File: config.mk
export PLATFORM = sky130hd
export DESIGN_NAME = serial_subtractor
export DESIGN_NICKNAME = d
export VERILOG_FILES = /design/src/rtl/serial_subtractor.sv
export SDC_FILE = /design/constraint.sdc
export NUM_CORES = 1
export LEC_CHECK = 0
export CORE_ASPECT_RATIO = 0.8
export CORE_MARGIN = 2
export CORE_UTILIZATION = 43
export CTS_BUF_LIST = sky130_fd_sc_hd__clkbuf_4 sky130_fd_sc_hd__clkbuf_8
export CTS_CLUSTER_DIAMETER = 100
export CTS_CLUSTER_SIZE = 25
export DETAILED_ROUTE_END_ITERATION = 8
export PLACE_DENSITY_LB_ADDON = 0.08
export RECOVER_POWER = 25
export SLEW_MARGIN = 0
export SYNTH_ARGS = -nofsm -noshare
export SYNTH_HDL_FRONTEND = slang
export SYNTH_SLANG_ARGS = --single-unit
File: constraint.sdc
create_clock -name clk -period 1.8 [get_ports clk]
set_clock_uncertainty 0.15 [all_clocks]
set_input_delay 0.54 -clock clk [delete_from_list [all_inputs] [get_ports clk]]
set_output_delay 0.54 -clock clk [all_outputs]
set_load 0.1 [all_outputs]
File: src/rtl/serial_subtractor.sv
// Bit-serial, LSB-first subtractor: diff = a - b - bin (mod 2^WIDTH), bout = borrow.
// One full-subtractor cell is reused every cycle. A borrow flop carries the borrow
// between bit positions. The start/busy/done handshake allows one operation at a time.

// Single-bit full subtractor. This is the borrow-direction twin of the full-adder cell.
module serial_subtractor_cell (
  input  logic x,
  input  logic y,
  input  logic bin,
  output logic d,
  output logic bout
);

  // Difference bit and borrow-out of x - y - bin
  always_comb begin
    d    = x ^ y ^ bin;
    bout = (~x & y) | (~(x ^ y) & bin);
  end

endmodule

module serial_subtractor #(
  parameter int unsigned WIDTH = 8
) (
  input  logic             clk,
  input  logic             rst,
  input  logic             start,
  input  logic [WIDTH-1:0] a,
  input  logic [WIDTH-1:0] b,
  input  logic             bin,
  output logic             busy,
  output logic             done,
  output logic [WIDTH-1:0] diff,
  output logic             bout
);

  localparam int unsigned CNT_W = (WIDTH > 2) ? $clog2(WIDTH) : 1;
  localparam logic [CNT_W-1:0] LAST_BIT = CNT_W'(WIDTH - 1);

  // The result register holds only the WIDTH-1 bits already produced. The bit made
  // in the final cycle goes straight into diff, so a full WIDTH-bit register would
  // carry an LSB slot that nothing ever reads.
  localparam int unsigned RD_W = WIDTH - 1;

  typedef enum logic {
    IDLE  = 1'b0,
    SHIFT = 1'b1
  } state_t;

  // Control and output state (reset)
  state_t           state_q, state_d;
  logic             busy_q,  busy_d;
  logic             done_q,  done_d;
  logic [WIDTH-1:0] diff_q,  diff_d;
  logic             bout_q,  bout_d;
  logic [CNT_W-1:0] cnt_q,   cnt_d;
  logic             br_q,    br_d;

  // Operand and partial-result shift registers (not reset)
  logic [WIDTH-1:0] ra_q, ra_d;
  logic [WIDTH-1:0] rb_q, rb_d;
  logic [RD_W-1:0]  rd_q, rd_d;

  // Full-subtractor cell outputs for the current bit position
  logic cell_d;
  logic cell_bo;

  serial_subtractor_cell u_cell (
    .x    (ra_q[0]),
    .y    (rb_q[0]),
    .bin  (br_q),
    .d    (cell_d),
    .bout (cell_bo)
  );

  // Next-state and next-output logic for the IDLE/SHIFT sequencer
  always_comb begin
    // NOTE: every signal gets a default before the case. Without the defaults, a
    // path that leaves a signal unassigned would infer a latch.
    state_d = state_q;
    busy_d  = busy_q;
    done_d  = 1'b0;
    diff_d  = diff_q;
    bout_d  = bout_q;
    cnt_d   = cnt_q;
    br_d    = br_q;
    ra_d    = ra_q;
    rb_d    = rb_q;
    rd_d    = rd_q;

    unique case (state_q)
      IDLE: begin
        if (start) begin
          ra_d    = a;
          rb_d    = b;
          br_d    = bin;
          cnt_d   = '0;
          busy_d  = 1'b1;
          state_d = SHIFT;
        end
      end

      SHIFT: begin
        br_d  = cell_bo;
        rd_d  = RD_W'({cell_d, rd_q} >> 1);
        ra_d  = ra_q >> 1;
        rb_d  = rb_q >> 1;
        cnt_d = cnt_q + CNT_W'(1);
        if (cnt_q == LAST_BIT) begin
          diff_d  = {cell_d, rd_q};
          bout_d  = cell_bo;
          done_d  = 1'b1;
          busy_d  = 1'b0;
          state_d = IDLE;
        end
      end

      default: begin
        state_d = IDLE;
      end
    endcase
  end

  // Control and output registers with synchronous active-high reset
  always_ff @(posedge clk) begin
    // NOTE: sequential state uses non-blocking assignments. All flops then update
    // together from the same pre-edge values, and there is no ordering race.
    if (rst) begin
      state_q <= IDLE;
      busy_q  <= 1'b0;
      done_q  <= 1'b0;
      diff_q  <= '0;
      bout_q  <= 1'b0;
      cnt_q   <= '0;
      br_q    <= 1'b0;
    end else begin
      state_q <= state_d;
      busy_q  <= busy_d;
      done_q  <= done_d;
      diff_q  <= diff_d;
      bout_q  <= bout_d;
      cnt_q   <= cnt_d;
      br_q    <= br_d;
    end
  end

  // Datapath shift registers, loaded on start and shifted while in SHIFT
  always_ff @(posedge clk) begin
    // NOTE: the datapath registers are deliberately left out of reset. They are
    // always loaded on an accepted start before they are read, so resetting them
    // would add reset fan-out and buy nothing.
    ra_q <= ra_d;
    rb_q <= rb_d;
    rd_q <= rd_d;
  end

  assign busy = busy_q;
  assign done = done_q;
  assign diff = diff_q;
  assign bout = bout_q;

endmodule

==> flow_summary_export.csv <==
group,metric,value,unit
sta,rsz0062_at_grt,"no",
detailed_routing,routed_wl,2646,um
synthesis,ys_types,22,
clocking,htree_levels,2,
detailed_routing,route.detailed.drc,0,
sta,finalHoldViolations,0,
critical_path,crit_cells,2,
clocking,cts_resized,0,
critical_path,cp.required,1.60,ns
critical_path,critical_path.max_fanout,17,
layout,finalNetCount,177,
sta,max_slew_margin,74.03,%
floorplan,die_x,72.15,um
sta,setup_slack,0.1914,ns
clocking,cts-root-buf,"clkbuf_8",
synthesis,synthTopCellsByCount,"edfxtp_1 (23), dfxtp_1 (16), a21oi_1 (15), mux2_2 (15), a21bo_2 (9)",
synthesis,ys_async_sr_fraction,0,%
floorplan,dieArea,0.004222,sq mm
critical_path,critPathLaunch,"start",
grt,antenna_found_initial,0,
sta,whs,0.3097,ns
synthesis,synth_edf_count,23,
detailed_routing,dr.pass1.iters,3,
critical_path,worst_r2r_endpoint,"diff[3]",
synthesis,post-synth-top-count-cell,"edfxtp_1",
pwr,power_leakage,0.8185,nW
synthesis,seq_area_frac_synth,63.27,%
grt,grt_pass1_vias,948,
critical_path,path_class,"input pin to flip-flop",
worst_hold_path,hold_class,"flip-flop to flip-flop",
critical_path,reg2reg_setup_slack,0.30,ns
place,port_buffers,30,
pwr,ir_drop,0.0005515,V
layout,drive_gt1_share,35.06,%
layout,syn_to_final_growth,37.35,%
layout,num-fill-cells,280,
clocking,clk_pin_slew,0.07,ns
clocking,post_cts_buffers,0,
sta,slew_viol_final,0,
grt,grt_usage,13.76,%
synthesis,synth_top_cell_by_area,"edfxtp_1",
place,pre_cts_slack,-0.1371,ns
floorplan,die_h,58.52,um
place,dp_hpwl,1806,um
synthesis,syn_avg_cell_area,13.77,sq um
detailed_routing,vias_per_cell,5.005,
synthesis,synthFlopType,"edfxtp_1",
critical_path,path_cells,"clkdlybuf4s50_1 -> or2_2",
critical_path,crit_family,"buffers and inverters",
synthesis,ys_ff_latch,39,
synthesis,syn_area,0.001598,sq mm
pwr,total_power,1.962,mW
sta,tightest_slew,0.3896,ns
floorplan,rows,19,
sta,finalSetupViolations,0,
clocking,clockBufferDepth,2,
critical_path,crit_end,"ra_q[7]",
clocking,ctsHoldBuffers,0,
critical_path,rr_worst_depth,5,
grt,grt_pass1_wl,4298,um
pwr,powerDensity,893.8,mW/mm^2
synthesis,synth_warnings,0,
critical_path,max_stage_delay,0.49,ns
clocking,clk_latency,0.29,ns
detailed_routing,ant_nets,0,
critical_path,end_kind,"flip-flop",
flow_run,max-cap-violations,0,
clocking,clock-sinks,39,
grt,grt_max_degree,20,
place,place_congestion,0.6987,
critical_path,arrival,1.41,ns
layout,multi_input_comb_area,526.8,sq um
floorplan,io_pins,31,
clocking,cts_tree,"built",
detailed_routing,via_count,981,
sta,max_freq,621.7,MHz
synthesis,synth_top_area_share,43.23,%
detailed_routing,dr.first_iter.drc_count,59,
outcome,status,"complete, no violations",
floorplan,start_util,45.72,%
grt,grt_remaining_overflow,0,
critical_path,crit_path_start_kind,"input pin",
layout,regArea,0.001012,sq mm
sta,period_share,89.37,%
clocking,numCtsBuffers,5,
critical_path,reg2reg_from,"cnt_q[0]",
critical_path,crit_slowest_cell,"clkdlybuf4s50_1",
synthesis,netlist_top_cells_area,"edfxtp_1 (43%), dfxtp_1 (20%), mux2_2 (11%)",
synthesis,syn-num-nets,140,
detailed_routing,routedWlPerCell,13.50,um
floorplan,core_area,0.003495,sq mm
layout,insertedDiodeCount,0,
sta,min_period,1.609,ns
critical_path,worst-path-buf-inv,1,
synthesis,netlist_instances,116,
[flip-flops by register name, indices dropped and copies added (netlist names)]
register  cells
diff          8
br_q          1
bout          1
rd_q          7
cnt_q         3
done          1
busy          1
rb_q          8
state_q       1
ra_q          8
[cells by family after synthesis]
group | Yosys count | synth area share (%)
flops | 39 | 63.27
fa+ha+maj | 4 | 3.602
buf+inv | 11 | 3.759
mux | 15 | 10.57
compound gates | 26 | 11.36
simple gates | 21 | 7.440
[cells in the final DEF, fill, tap and decap left out]
cell type and instances:
nand3_1 8, dlygate4sd3_1 2, nand2b_1 2, nand2_1 3
inv_1 2, fa_1 1, clkdlybuf4s50_1 17, a21bo_2 9
o21a_1 1, a21oi_1 15, buf_4 9, nor2_1 1
nor2b_1 2, clkinv_2 1, ha_1 3, bufinv_16 1
or3b_1 3, dfxtp_1 15, buf_12 11, or2_2 1
edfxtp_1 23, dfxtp_2 1, mux2_2 15, a311oi_1 1
and2_1 1, clkbuf_8 6
[report_power, final]
part	internal [mW]	switching [mW]
Combinational	0.103	0.0749
Clock	0.448	0.291
Sequential	1.02	0.0279
Total	1.57	0.394
[final cells by class]
type,instances,share of cell area [%]
Inverter,2,0.3421
Multi-Input combinational cell,66,24.00
Tap cell,42,2.395
Sequential cell,39,46.12
Clock inverter,2,1.596
Timing Repair Buffer,39,21.78
Clock buffer,6,3.763
[layer usage]
layer / vias up / share of wire [%] / GRT usage (%)
met2: 21 / 46 / 21.23
met5: - / 0 / 0
li1: 491 / - / -
met4: 0 / 1.7 / 4.852
met1: 463 / 46 / 16.95
met3: 6 / 6.0 / 6.678
[how the worst min path moves through the flow]
stage	startpoint	end	slack, ns	depth (start not counted)
3_3_place_gp	rd_q[6]	rd_q[5]	0.29	0
4_1_cts	rd_q[4]	rd_q[3]	0.31	0
5_1_grt	rd_q[4]	rd_q[3]	0.32	0
2_1_floorplan	rd_q[1]	rd_q[0]	0.28	0
6_report	rd_q[6]	rd_q[5]	0.31	0
3_5_place_dp	rd_q[4]	rd_q[3]	0.29	0
[per-stage QoR]
step / util [%] / instance area, sq um / instances / setup TNS (ns)
floorplan: - / 1598 / 116 / 0
global placement: 59.43 / 2077 / 188 / -1.771
detailed placement: 59.43 / 2077 / 188 / -2.500
CTS: 62.80 / 2195 / 196 / 0
global route: 62.80 / 2195 / 196 / 0
finish: 62.80 / 2195 / 196 / 0
No activity file was read; power rests on OpenSTA's default activity.
